## config.mk

```make
export PLATFORM = sky130hd
export DESIGN_NAME = pls_tx_sequencer
export DESIGN_NICKNAME = d
export VERILOG_FILES = /design/src/rtl/pls_tx_sequencer.sv
export SDC_FILE = /design/constraint.sdc
export NUM_CORES = 1
export LEC_CHECK = 0
export CAP_MARGIN = 0
export CORE_UTILIZATION = 55
export DETAILED_ROUTE_END_ITERATION = 10
export HOLD_SLACK_MARGIN = 0.12
export PLACE_DENSITY = 0.82
export SLEW_MARGIN = 20
export SYNTH_ARGS = -nofsm -noshare
export SYNTH_HDL_FRONTEND = slang
export SYNTH_SLANG_ARGS = --single-unit
export TNS_END_PERCENT = 20
```

## constraint.sdc

```tcl
create_clock -name clk -period 3.5 [get_ports clk]
set_input_delay 0.7 -clock clk [delete_from_list [all_inputs] [get_ports clk]]
set_output_delay 0.7 -clock clk [all_outputs]
set_load 0.03 [all_outputs]
```

## src/rtl/pls_tx_sequencer.sv

```systemverilog
// pls_tx_sequencer
//   Converts a MAC byte stream into a sequence of one-hot PLS data requests:
//   preamble, SFD, frame data (LSB first), optional carrier extension,
//   error extension on abort/underrun, then inter-frame gap.
//   An internal phase bit divides clk by two. Only "update edges" (phase=1)
//   advance the request stream, so each request is held for two clk cycles.
//
// Ports
//   clk              in   system clock, rising edge
//   reset            in   synchronous, active-high
//   frm_valid        in   MAC byte available on frm_data
//   frm_data[7:0]    in   frame byte (destination address onward)
//   frm_last         in   frm_data is the final byte of the frame
//   frm_abort        in   level; abort current frame (SFD/DATA/EXTEND only)
//   frm_ready        out  registered; a byte is taken on the next update edge
//   pls_data_request out  one-hot {DATA_COMPLETE,EXTEND,EXTEND_ERROR,ONE,ZERO}
//   busy             out  high whenever not IDLE
//
// Configuration macro
//   PLS_CARRIER_EXT_EN  defined: short frames are padded with EXTEND up to
//                       SLOT_BITS; undefined: final data bit goes straight to IFG.
module pls_tx_sequencer #(
    parameter int SLOT_BITS = 512,
    parameter int ERR_BITS  = 8,
    parameter int IFG_BITS  = 96
) (
    input  logic       clk,
    input  logic       reset,
    input  logic       frm_valid,
    input  logic [7:0] frm_data,
    input  logic       frm_last,
    input  logic       frm_abort,
    output logic       frm_ready,
    output logic [4:0] pls_data_request,
    output logic       busy
);

    localparam logic [4:0] REQ_ZERO = 5'b00001;
    localparam logic [4:0] REQ_ONE  = 5'b00010;
    localparam logic [4:0] REQ_EERR = 5'b00100;
    localparam logic [4:0] REQ_EXT  = 5'b01000;
    localparam logic [4:0] REQ_DC   = 5'b10000;

    localparam logic [12:0] PRE_CNT  = 13'd56;
    localparam logic [12:0] SFD_CNT  = 13'd8;
    localparam logic [12:0] SLOT_CNT = 13'(SLOT_BITS);
    localparam logic [12:0] ERR_CNT  = 13'(ERR_BITS);
    localparam logic [12:0] IFG_CNT  = 13'(IFG_BITS);
    localparam logic [7:0]  SFD_BYTE = 8'hD5;

    typedef enum logic [2:0] {
        S_IDLE, S_PREAMBLE, S_SFD, S_DATA, S_EXTEND, S_ERROR, S_IFG
    } state_t;

    state_t      r_state, w_state_next;
    logic        r_phase;
    logic [12:0] r_cnt, w_cnt_next;            // requests issued in PREAMBLE/SFD/ERROR/IFG
    logic [12:0] r_data_cnt, w_data_cnt_next;  // data bits issued this frame
    logic [12:0] r_ext_cnt, w_ext_cnt_next;    // EXTEND requests issued
    logic [7:0]  r_byte, w_byte_next;
    logic        r_last, w_last_next;
    logic [4:0]  r_req, w_req_next;
    logic        r_ready, w_ready_next;
    logic        w_capture_due;

    function automatic logic [4:0] bit_req(input logic b);
        return b ? REQ_ONE : REQ_ZERO;
    endfunction

    // Next update edge issues bit 0 of a new byte. Every byte boundary in
    // DATA falls on a multiple of 8 data bits, so the low 3 bits suffice.
    assign w_capture_due = (r_state == S_SFD  && r_cnt == SFD_CNT) ||
                           (r_state == S_DATA && r_data_cnt[2:0] == 3'd0 && !r_last);

    always_comb begin
        w_state_next    = r_state;
        w_cnt_next      = r_cnt;
        w_data_cnt_next = r_data_cnt;
        w_ext_cnt_next  = r_ext_cnt;
        w_byte_next     = r_byte;
        w_last_next     = r_last;
        w_req_next      = r_req;
        w_ready_next    = 1'b0;

        if (!r_phase) begin
            // Non-update edge: raise ready for the cycle preceding a capture edge.
            w_ready_next = w_capture_due;
        end else begin
            case (r_state)
                S_IDLE: begin
                    w_req_next = REQ_DC;
                    if (frm_valid) begin
                        w_state_next    = S_PREAMBLE;
                        w_req_next      = REQ_ONE;
                        w_cnt_next      = 13'd1;
                        w_data_cnt_next = 13'd0;
                        w_ext_cnt_next  = 13'd0;
                    end
                end
                S_PREAMBLE: begin
                    if (r_cnt == PRE_CNT) begin
                        w_state_next = S_SFD;
                        w_req_next   = bit_req(SFD_BYTE[0]);
                        w_cnt_next   = 13'd1;
                    end else begin
                        // 0x55 LSB first: even request index -> ONE
                        w_req_next = bit_req(~r_cnt[0]);
                        w_cnt_next = r_cnt + 13'd1;
                    end
                end
                S_SFD, S_DATA: begin
                    if (frm_abort) begin
                        w_state_next = S_ERROR;
                        w_req_next   = REQ_EERR;
                        w_cnt_next   = 13'd1;
                    end else if (w_capture_due) begin
                        if (!frm_valid) begin
                            w_state_next = S_ERROR;
                            w_req_next   = REQ_EERR;
                            w_cnt_next   = 13'd1;
                        end else begin
                            w_state_next    = S_DATA;
                            w_byte_next     = frm_data;
                            w_last_next     = frm_last;
                            w_req_next      = bit_req(frm_data[0]);
                            w_data_cnt_next = r_data_cnt + 13'd1;
                        end
                    end else if (r_state == S_SFD) begin
                        w_req_next = bit_req(SFD_BYTE[r_cnt[2:0]]);
                        w_cnt_next = r_cnt + 13'd1;
                    end else if (r_data_cnt[2:0] == 3'd0) begin
                        // Final byte fully issued.
`ifdef PLS_CARRIER_EXT_EN
                        if (r_data_cnt < SLOT_CNT) begin
                            w_state_next   = S_EXTEND;
                            w_req_next     = REQ_EXT;
                            w_ext_cnt_next = 13'd1;
                        end else begin
                            w_state_next = S_IFG;
                            w_req_next   = REQ_DC;
                            w_cnt_next   = 13'd1;
                        end
`else
                        w_state_next = S_IFG;
                        w_req_next   = REQ_DC;
                        w_cnt_next   = 13'd1;
`endif
                    end else begin
                        w_req_next      = bit_req(r_byte[r_data_cnt[2:0]]);
                        w_data_cnt_next = r_data_cnt + 13'd1;
                    end
                end
                S_EXTEND: begin
                    if (frm_abort) begin
                        w_state_next = S_ERROR;
                        w_req_next   = REQ_EERR;
                        w_cnt_next   = 13'd1;
                    end else if (r_data_cnt + r_ext_cnt == SLOT_CNT) begin
                        w_state_next = S_IFG;
                        w_req_next   = REQ_DC;
                        w_cnt_next   = 13'd1;
                    end else begin
                        w_req_next     = REQ_EXT;
                        w_ext_cnt_next = r_ext_cnt + 13'd1;
                    end
                end
                S_ERROR: begin
                    if (r_cnt == ERR_CNT) begin
                        w_state_next = S_IFG;
                        w_req_next   = REQ_DC;
                        w_cnt_next   = 13'd1;
                    end else begin
                        w_req_next = REQ_EERR;
                        w_cnt_next = r_cnt + 13'd1;
                    end
                end
                S_IFG: begin
                    w_req_next = REQ_DC;
                    if (r_cnt == IFG_CNT) begin
                        w_state_next = S_IDLE;
                        w_cnt_next   = 13'd0;
                    end else begin
                        w_cnt_next = r_cnt + 13'd1;
                    end
                end
                default: begin
                    w_state_next = S_IDLE;
                    w_req_next   = REQ_DC;
                end
            endcase
        end
    end

    always_ff @(posedge clk) begin
        if (reset) begin
            r_state    <= S_IDLE;
            r_phase    <= 1'b0;
            r_cnt      <= 13'd0;
            r_data_cnt <= 13'd0;
            r_ext_cnt  <= 13'd0;
            r_byte     <= 8'd0;
            r_last     <= 1'b0;
            r_req      <= REQ_DC;
            r_ready    <= 1'b0;
        end else begin
            r_state    <= w_state_next;
            r_phase    <= ~r_phase;
            r_cnt      <= w_cnt_next;
            r_data_cnt <= w_data_cnt_next;
            r_ext_cnt  <= w_ext_cnt_next;
            r_byte     <= w_byte_next;
            r_last     <= w_last_next;
            r_req      <= w_req_next;
            r_ready    <= w_ready_next;
        end
    end

    assign frm_ready        = r_ready;
    assign pls_data_request = r_req;
    assign busy             = (r_state != S_IDLE);

endmodule

```

# ---- Word-level counts from Yosys, hierarchy flattened
# Memories as Yosys holds them, arrays and structs flattened. A register that Yosys moved wholly into a read port is not among the register bits.
# Cells that the tools add are included.
dict set report totals {
  regBits 58
  romBits 8
  input_bits 13
  out_inout_bits 7
  wordCells 115
  mem_count 1
}
# memory words word_bits read_ports rd_clocked_by_memory_dff write_ports line_no
set memory_table {}
lappend memory_table {{(no name shown)} 8 1 1 1 0 129} ;# w_req_next = bit_req(SFD_BYTE[r_cnt[2:0]]);
dict set report op_classes {
  n_addsub 4
  magnitude_cmp 2
  eq_ne 25
  mux 54
  n_bitwise 2
  n_reduce_logical 18
}
# op n
set op_table {}
lappend op_table {{13-bit 2-to-1 mux} 19}
lappend op_table {{13-bit case mux with 6 select lines} 1}
lappend op_table {{13-bit case mux with 2 select lines} 2}
lappend op_table {{3-bit 2-to-1 mux} 14}
lappend op_table {{5-bit 2-to-1 mux} 8}
lappend op_table {{13-bit by 1-bit adder with 13-bit output (second input constant)} 3}
lappend op_table {{5-bit case mux with 5 select lines} 1}
lappend op_table {{3-bit case mux with 6 select lines} 1}
lappend op_table {{2-bit inequality test (second input constant)} 7}
lappend op_table {{13-bit adder} 1}
lappend op_table {{13-bit by 10-bit equality test with 1-bit output (second input constant)} 1}
lappend op_table {{13-bit by 4-bit equality test with 1-bit output (second input constant)} 1}
lappend op_table {{13-bit by 6-bit equality test with 1-bit output (second input constant)} 1}
lappend op_table {{13-bit by 7-bit equality test with 1-bit output (second input constant)} 1}
lappend op_table {{3-bit inequality test (second input constant)} 4}
lappend op_table {{4-bit inequality test (second input constant)} 3}
lappend op_table {{2-bit 2-to-1 mux} 5}
lappend op_table {{5-bit AND reduction} 2}
lappend op_table {{3-bit equality test (second input constant)} 3}
lappend op_table {{3-bit by 4-bit < comparator with 1-bit output (second input constant)} 2}
lappend op_table {{8-bit AND reduction} 1}
lappend op_table {{7-bit AND reduction} 1}
lappend op_table {{3-bit by 2-bit equality test with 1-bit output (second input constant)} 2}
lappend op_table {{3-bit zero test} 2}
lappend op_table {{13 further kinds} 19}

# ---- Logic depth before layout (Yosys ltp)
dict set report logic_depth {
  word_depth 9
  ltp_mapped 11
  mapped_depth_nobuf 10
}

# ---- Worst setup path before layout
# No wires, ideal clock.
dict set report synth_path {
  path_type {reg2reg}
  start {register r_data_cnt[0]}
  end {register (tool-made name)}
  setup_time_ns 0.127
  t_arrival_ns 3.154
  required_time_ns 3.373
  path_slack_ns 0.219
  stages_incl_launch_ff 12
  path_buffers 1
  period_less_slack_ns 3.281
  path_cell_list {dfxtp_1 ha_1 fa_1 a21o_1 a221o_1 a221oi_1 mux2_2 nor3b_1 a31oi_1 clkbuf_1 o211ai_1 nand3_1}
}
# item line_no
set synth_rtl {}
lappend synth_rtl {{start: declaration} 58} ;# logic [12:0] r_data_cnt, w_data_cnt_next;
lappend synth_rtl {{start signal: assignment} 209} ;# r_data_cnt <= w_data_cnt_next;

# ---- Worst setup path in the final report
dict set report layout_path {
  start {register r_ext_cnt[4]}
  end {register r_ext_cnt[9]}
}
dict set report layout_between {
  elab_chain_cells 4
  word_cells_on_any_way 8
  cone_classes {2 x add/sub; 2 x eq/ne; 3 x mux; 1 x reduce/logical}
}
# item line_no
set layout_lines {}
lappend layout_lines {{start: declaration} 59} ;# logic [12:0] r_ext_cnt, w_ext_cnt_next;
lappend layout_lines {{start signal: assignment} 210} ;# r_ext_cnt <= w_ext_cnt_next;
lappend layout_lines {{13-bit adder or 13-bit by 1-bit adder with 13-bit output (tied branches)} {158, 164}}
lappend layout_lines {{13-bit by 10-bit equality test with 1-bit output or 13-bit 2-to-1 mux (tied branches)} 158} ;# end else if (r_data_cnt + r_ext_cnt == SLOT_CNT) begin
lappend layout_lines {{2-bit inequality test (no source line) or 13-bit 2-to-1 mux (tied branches)} -}
lappend layout_lines {{5-bit AND reduction (no source line) or 13-bit case mux with 2 select lines (tied branches)} -}
# Parallel ways exist; a longest one is shown, timed or not. The select of a mux whose other input is x is not followed.
# A chain may end at the register's enable or synchronous reset.

==> impl_metrics.yaml <==
run_status:
  status: "complete, no violations"
global_routing:
  antenna_found_initial: 0
  gr-total-overflow: 0
  grt_pass1_vias: 3776
  grtUsageTotal_pct: 29.1
  grt_max_degree: 31
  grt_pass1_wl_mm: 17.9
finish:
  drive_gt1_share_pct: 10.7
  stdcell_count: 640
  mostFrequentLayoutCells: "dfxtp_1, nor2_1, nand2_1"
  layout_commonest_cell: "dfxtp_1"
  antennaDiodeCount: 0
  utilization_pct: 65.3
  nNetsFinal: 567
  area.growth.synth_to_final_pct: 14.4
  fillers: 621
  design_area_sq_um: 4760
clock_network:
  cts_resized: 0
  cts_sinks: 59
  postCtsSetupRepairBufs: 0
  insertion_delay_ps: 350
  clk_path_buf_depth: 2
  postCtsHoldBufs: 0
  cts.htree.levels: 3
  cts_tree: "yes"
  root_buffer: "clkbuf_8"
  clkTransAtPathRegs_ps: 70
  cts_made_buffers: 9
route:
  post_drt_wl_per_cell_um: 16.8
  drc: 0
  routed_wl_mm: 10.7
  drtAntennaViolNets: 0
  dr.first_iter.drc_count: 365
  first_pass_iters: 5
  vias: 4157
  vias_per_cell: 6.50
placement:
  post-place-ws_ps: 236
  routabilityCongestion: 0.929
  placed_cell_area_sq_um: 4490
  dp_hpwl_mm: 7.40
  port_buffers: 19
  place_inst: 624
power:
  ir_worst_vdd_mv: 0.334
  power.density_nw_per_um2: 371
  p_leak_nw: 1.74
  power_mw: 1.76
sta:
  fmax_mhz: 298
  holdWs_ps: 456
  worst_pin_slew_ps: 722
  final_max_slew_viol_count: 0
  fin_ws_ps: 141
  fin_crit_ps: 3360
  hold_viol_final: 0
  maxSlewHeadroom_pct: 51.7
  rsz0062_at_grt: "false"
  clock_skew_ps: 8.41
  setup_viol: 0
  setup_tns_ps: 0
  finalCritPeriodShare_pct: 96.0
setup_path:
  required_ps: 3780
  cp-end-kind: "flip-flop"
  cp.arrival_ps: 3640
  cp-start-kind: "flip-flop"
  path_class: "reg -> reg"
  crit_fanout: 12
floorplanning:
  placementRows: 31
  die_x_um: 89.0
  core-area_sq_um: 7290
  die_area_sq_um: 7920
  num_io_pins: 20
  initial_utilization_pct: 57.1
  die_h_um: 89.0
yosys:
  async_reset_ff_share_pct: 0
  synth_ff_type: "dfxtp_1"
  syn_area_sq_um: 4160
  ys_seq_elements: 59
  netlist_instances: 516
  syn_nets: 547
  avgSynthCellArea_sq_um: 8.06
  synth_seq_area_share_pct: 28.4
  synth_edf_count: 0
  ys_types: 73
  synth_warnings: 0
worst_hold_path:
  hp-class: "reg -> reg"
run:
  maxCapViolations: 0
routing by layer:
metal  track usage, %  vias up  wire length [um]  part of all wire [%]
li1                 -     1960                 -                     -
met3             6.46       37               701                   6.5
met2             48.0      205              5190                    48
met5                0        -                 0                     0
met4             11.3        0               303                   2.8
met1             37.2     1955              4550                    42
cell usage after synthesis, drive strengths merged, types with 3 or more instances:
cell type,count,share of area [%]
nand2b,8,1.2
a21oi,26,3.4
nand4,15,2.3
a2111oi,6,1.7
nand2,45,4.1
a21o,6,1.1
inv,11,0.99
a31oi,8,1.2
mux2,5,1.4
and3,9,1.4
dfxtp,59,28
nor3b,5,0.90
nand3,26,3.2
xnor2,6,1.3
o211ai,6,1.1
and2,6,0.90
or3,13,2.0
nand4b,4,0.84
or4,5,0.99
a211oi,10,1.9
nor2b,15,2.3
nor2,50,4.5
a21boi,3,0.54
clkbuf,20,1.8
o21ai,32,3.8
mux2i,24,5.8
ha,17,5.1
xor2,9,1.9
nor3,10,1.2
nor4,6,1.3
buf,9,1.3
cell families (layout without fill, tap and decap cells):
| logic type | count (synthesis) | after routing | share of synthesized area, % |
|---|---|---|---|
| fa+ha+maj | 18 | 18 | 5.59 |
| mux | 31 | 31 | 8.21 |
| xor+xnor | 15 | 15 | 3.16 |
| flops | 59 | 59 | 28.4 |
| buf+inv | 40 | 65 | 4.12 |
| compound gates | 127 | 127 | 21.7 |
| simple gates | 226 | 226 | 28.9 |
final cells by class:
type                       count  area, sq um  area share [%]
clock buffer                  12          165            3.47
clock inverter                 4         95.1            2.00
inverter                      11         41.3           0.868
multi-input combinational    417         2820            59.3
sequential                    59         1180            24.8
tap                           99          124            2.60
timing repair buffer          38          333            6.99
critical path: stages, from the launching register on:
cell and delay (ps):
dfxtp_1 460, ha_2 400, a21o_1 240, a31oi_1 260, a21boi_0 190, a211oi_1 480, xnor2_1 200, o41ai_2 100
buf_4 190, a2111oi_0 550, mux2i_1 240
registers in the layout, summed over array words and instances (netlist names), named ones only:
name	count
r_cnt	13
r_data_cnt	13
r_ext_cnt	13
r_byte	8
pls_data_request	5
r_state	3
frm_ready	1
r_last	1
r_phase	1
report_power, final:
| group | switching [mW] | total (mW) | internal, mW |
|---|---|---|---|
| logic | 0.147 | 0.246 | 0.0986 |
| clock network | 0.283 | 0.814 | 0.530 |
| registers | 0.0230 | 0.706 | 0.683 |
| total | 0.453 | 1.76 | 1.31 |
path summary, 6_finish.rpt:
check | from | end | slack, ps | depth (start not counted)
max | r_ext_cnt[4]$_SDFFE_PP0P_ | r_ext_cnt[9]$_SDFFE_PP0P_ | 140 | 10
min | pls_data_request[3]$_SDFFE_PP0P_ | pls_data_request[3]$_SDFFE_PP0P_ | 460 | 1
max reg2reg | r_ext_cnt[4]$_SDFFE_PP0P_ | r_ext_cnt[9]$_SDFFE_PP0P_ | 140 | 10
min reg2reg | pls_data_request[3]$_SDFFE_PP0P_ | pls_data_request[3]$_SDFFE_PP0P_ | 460 | 1
Note: power is estimated with default switching activity, not from simulation.
